### src/rtl/cnn_layer_accel_weight_seq_ctrl.sv
// Weight sequence table read controller: walks the table num_repeat times in address order,
// tracks the one-cycle read latency, and flags the last entry and run completion.
module cnn_layer_accel_weight_seq_ctrl #(
  parameter int unsigned NUM_SEQ_VALUES = 5,
  parameter int unsigned C_RDADDR_WIDTH = (NUM_SEQ_VALUES > 1) ? $clog2(NUM_SEQ_VALUES) : 1,
  parameter int unsigned C_REPEAT_WIDTH = 16
) (
  input  logic                      clk,
  input  logic                      rst,
  input  logic                      start,
  input  logic [C_REPEAT_WIDTH-1:0] num_repeat,
  input  logic                      stall,
  output logic [C_RDADDR_WIDTH-1:0] rdAddr,
  output logic                      rden,
  output logic                      seq_valid,
  output logic                      seq_last,
  output logic                      busy,
  output logic                      done
);

  typedef enum logic [1:0] {
    StIdle,
    StRun,
    StDrain
  } state_e;

  localparam logic [C_RDADDR_WIDTH-1:0] LastAddr = C_RDADDR_WIDTH'(NUM_SEQ_VALUES - 1);

  state_e                    state_q, state_d;
  logic [C_RDADDR_WIDTH-1:0] addr_q, addr_d;
  logic [C_REPEAT_WIDTH-1:0] pass_q, pass_d;
  logic [C_REPEAT_WIDTH-1:0] repeat_q, repeat_d;
  logic                      seq_valid_q, seq_valid_d;
  logic                      seq_last_q, seq_last_d;
  logic                      busy_q, busy_d;
  logic                      done_q, done_d;

  logic last_addr;
  logic last_pass;
  logic final_rd;

  always_comb begin
    rden      = (state_q == StRun) && !stall;
    last_addr = (addr_q == LastAddr);
    // repeat_q is never zero while in StRun, so the subtraction cannot wrap there.
    last_pass = (pass_q == (repeat_q - C_REPEAT_WIDTH'(1)));
    final_rd  = rden && last_addr && last_pass;
  end

  always_comb begin
    state_d  = state_q;
    addr_d   = addr_q;
    pass_d   = pass_q;
    repeat_d = repeat_q;
    done_d   = 1'b0;

    unique case (state_q)
      StIdle: begin
        if (start) begin
          if (num_repeat != '0) begin
            repeat_d = num_repeat;
            addr_d   = '0;
            pass_d   = '0;
            state_d  = StRun;
          end else begin
            done_d = 1'b1;
          end
        end
      end
      StRun: begin
        if (rden) begin
          if (last_addr) begin
            addr_d = '0;
            if (last_pass) begin
              state_d = StDrain;
            end else begin
              pass_d = pass_q + C_REPEAT_WIDTH'(1);
            end
          end else begin
            addr_d = addr_q + C_RDADDR_WIDTH'(1);
          end
        end
      end
      StDrain: begin
        // The final seq_valid is showing this cycle; completion follows on the next one.
        state_d = StIdle;
        done_d  = 1'b1;
      end
      default: begin
        state_d = StIdle;
      end
    endcase

    seq_valid_d = rden;
    seq_last_d  = final_rd;
    busy_d      = (state_d != StIdle);
  end

  always_ff @(posedge clk or negedge rst) begin
    if (!rst) begin
      state_q     <= StIdle;
      addr_q      <= '0;
      pass_q      <= '0;
      repeat_q    <= '0;
      seq_valid_q <= 1'b0;
      seq_last_q  <= 1'b0;
      busy_q      <= 1'b0;
      done_q      <= 1'b0;
    end else begin
      state_q     <= state_d;
      addr_q      <= addr_d;
      pass_q      <= pass_d;
      repeat_q    <= repeat_d;
      seq_valid_q <= seq_valid_d;
      seq_last_q  <= seq_last_d;
      busy_q      <= busy_d;
      done_q      <= done_d;
    end
  end

  assign rdAddr    = addr_q;
  assign seq_valid = seq_valid_q;
  assign seq_last  = seq_last_q;
  assign busy      = busy_q;
  assign done      = done_q;

endmodule

### config.mk
export PLATFORM = sky130hd
export DESIGN_NAME = cnn_layer_accel_weight_seq_ctrl
export DESIGN_NICKNAME = d
export VERILOG_FILES = /design/src/rtl/cnn_layer_accel_weight_seq_ctrl.sv
export SDC_FILE = /design/constraint.sdc
export NUM_CORES = 1
export LEC_CHECK = 0
export CAP_MARGIN = 10
export CORE_MARGIN = 4
export CORE_UTILIZATION = 40
export DETAILED_ROUTE_END_ITERATION = 10
export HOLD_SLACK_MARGIN = 0.15
export SLEW_MARGIN = 25
export SYNTH_ARGS = -nofsm -noshare
export SYNTH_HDL_FRONTEND = slang
export SYNTH_SLANG_ARGS = --single-unit
### constraint.sdc
create_clock -name clk -period 2.7 [get_ports clk]
set_input_delay 0.405 -clock clk [delete_from_list [all_inputs] [get_ports clk]]
set_output_delay 0.405 -clock clk [all_outputs]
set_load 0.02 [all_outputs]
==> results.json <==
{
  "io_pins": 28,
  "dp.cells": 400,
  "core_area_um2": 5991,
  "portBuffers": 27,
  "rr_startpoint": "repeat_q[3]",
  "setup_viol": 0,
  "crit_type": "reg -> reg",
  "yosysSeqAreaShare": 0.4100,
  "ff2ff_setup_slack_ns": 0.04,
  "status": "complete, no violations",
  "synth-simple-area-share": 0.3195,
  "num_rows": 28,
  "stdcell_count": 414,
  "p_switching_uw": 506.6,
  "final_common_cell": "nand2_1",
  "maxCapViolCount": 0,
  "cts_buffers": 5,
  "synth_top_family_by_area": "simple AND/OR/NAND/NOR gates",
  "netlist_area_um2": 2502,
  "synth_ff_type": "dfrtp_1",
  "min_period_ns": 2.662,
  "hold_start": "state_q[0]",
  "dieArea_um2": 7586,
  "async_reset_ff_frac": 1.000,
  "p_comb_frac": 0.233,
  "finalHoldViolCount": 0,
  "finClkSkew_ns": 0.01128,
  "swShare": 0.3221,
  "first_global_vias": 2102,
  "slew_headroom": 0.5798,
  "cts_buffer_depth": 2,
  "crit_arrival_ns": 2.91,
  "synthAdderAreaFrac": 0.02000,
  "drcViolationCount": 0,
  "synth_edf_count": 0,
  "hold_depth": 1,
  "wl_per_cell_um": 15.89,
  "syn_area_per_cell_um2": 8.599,
  "clkPwrFrac": 0.298,
  "cp-startpoint": "repeat_q[3]",
  "start_util": 0.4177,
  "antenna_found_initial": 0,
  "synthXorXnorAreaFrac": 0.05950,
  "fmax_mhz": 375.7,
  "num_vias": 2286,
  "synth.area.mux_share": 0.01600,
  "hp-class": "reg -> reg",
  "syn-num-nets": 315,
  "rsz0062_at_grt": "true",
  "grt_pass1_wl_mm": 10.16,
  "r2r_cells": 7,
  "yosys_warnings": 0,
  "drt_wl_total_mm": 6.579,
  "clock_latency_ns": 0.31,
  "p_per_area_nw_per_um2": 501.4,
  "h-tree-depth": 2,
  "worst_pin_slew_ns": 0.6297,
  "end_kind": "flop",
  "die_width_um": 87.10,
  "synth_cell_types": 42,
  "drt_first_iter_violations": 103,
  "dp_hpwl_mm": 4.670,
  "layout.nets": 362,
  "die_y_um": 87.10,
  "grt_start_max_net_pins": 42,
  "synthCells": 291,
  "post-place-ws_ns": -0.1261,
  "synth-seq-cells": 41,
  "start_kind": "flop",
  "ant_nets": 0,
  "seqPwrFrac": 0.469,
  "cts_tree": "built",
  "viasPerCell": 5.522,
  "p_int_uw": 1066,
  "clk_pin_slew_ns": 0.09,
  "firstDrtPassIters": 4,
  "worstSetupEndpoint": "pass_q[11]",
  "gp_congestion": 0.8426,
  "fin_crit_sh": 0.9859,
  "diodes": 0,
  "setup_tns_ns": 0,
  "worstReg2RegEnd": "pass_q[11]",
  "grt_usage": 0.1737,
  "whs_ns": 0.4805,
  "synth-compound-area-share": 0.1370,
  "drive_gt1_frac": 0.1622,
  "cts_sinks": 41,
  "slew_viol_final": 0,
  "syn_to_final_growth_pct": 25.35,
  "ir_worst_vdd_v": 0.0002881,
  "mostFrequentLayoutCells": "63 x nand2_1, 40 x dfrtp_1, 26 x clkdlybuf4s50_1",
  "clockRootBuffer": "clkbuf_8",
  "setup_ws_ns": 0.03815,
  "worstPathRequired_ns": 2.95,
  "critPathMaxFanout": 14,
  "p_leak_uw": 0.001436,
  "grt_overflow_total": 0
}
-- how the worst min path moves through the flow --
| stage | slack (ns) | to |
|---|---|---|
| global route | 0.51 | done |
| finish | 0.48 | done |
| CTS | 0.27 | pass_q[5] |
| global placement | 0.47 | done |
| detailed placement | 0.48 | done |
| floorplan | 0.11 | busy |
-- synth_stat cells, drive strengths merged (4+ instances only) --
master,number,area share
nand2,64,0.096
dfrtp,41,0.41
o21ai,17,0.038
a21oi,15,0.036
nand4,11,0.028
nor2,11,0.017
and3,10,0.025
nor3,10,0.020
or3,9,0.022
xnor2,9,0.032
nand3,8,0.016
or4,8,0.025
xor2,8,0.028
clkbuf,7,0.011
inv,7,0.011
nand2b,7,0.017
nor4,7,0.017
o211ai,7,0.023
buf,4,0.017
ha,4,0.020
mux2i,4,0.016
-- state kept, by name, indices dropped and copies added, names as in the netlist --
register   flops
rdAddr         3
seq_valid      1
pass_q        16
done           1
repeat_q      16
seq_last       1
state_q        2
busy           1
-- power groups by stage --
stage	clock, µW	sequential (µW)	combinational (µW)
after CTS	480	738	341
after detailed placement	0	751	335
after global placement	0	746	326
after global routing	507	749	411
after floorplan	0	748	188
final	468	738	367
-- layer usage --
| metal | track usage | wire [µm] | vias to the layer above |
|---|---|---|---|
| met5 | 0 | 0 | - |
| met4 | 0.05160 | 95 | 0 |
| met3 | 0.04447 | 315 | 11 |
| met1 | 0.2374 | 3118 | 1076 |
| li1 | - | - | 1143 |
| met2 | 0.2712 | 3049 | 56 |
-- through the flow --
stage	util	area (µm²)	total power, µW
6_report	0.5236	3137	1573
5_1_grt	0.5236	3137	1666
4_1_cts	0.5069	3037	1559
3_5_place_dp	0.4887	2928	1085
3_3_place_gp	0.4887	2928	1071
2_1_floorplan	-	2502	935.9
-- worst max-delay path, cell delays in order, from the launching register on --
cell      delay (ns)
dfrtp_1         0.41
or4_4           0.58
nor4b_4         0.37
mux2i_1         0.27
o211ai_2        0.17
and4_4          0.25
or4_1           0.47
nand2_1         0.08
-- final cells by class --
class,instances,area [µm²]
Sequential cell,41,1027
Fill cell,571,2854
Tap cell,75,93.84
Clock buffer,7,96.34
Timing Repair Buffer,49,435.4
Multi-Input combinational cell,234,1453
Inverter,7,26.28
Clock inverter,1,5.005
-- timing repair --
action	4_1_cts	5_1_grt
gates cloned	0	2
hold buffers	0	1
hold endpoints to repair	0	41
setup buffers	0	3
pin swaps	1	14
endpoints found under the setup margin	2	15
resized for setup	1	14
-- cell families (layout without fill, tap and decap cells) --
| kind of cell | after synthesis | after routing |
|---|---|---|
| simple gates | 155 | 157 |
| compound gates | 52 | 52 |
| flops | 41 | 41 |
| buf+inv | 18 | 64 |
| xor+xnor | 17 | 17 |
| fa+ha+maj | 4 | 4 |
| mux | 4 | 4 |
No activity file was read; power rests on OpenSTA's default activity.
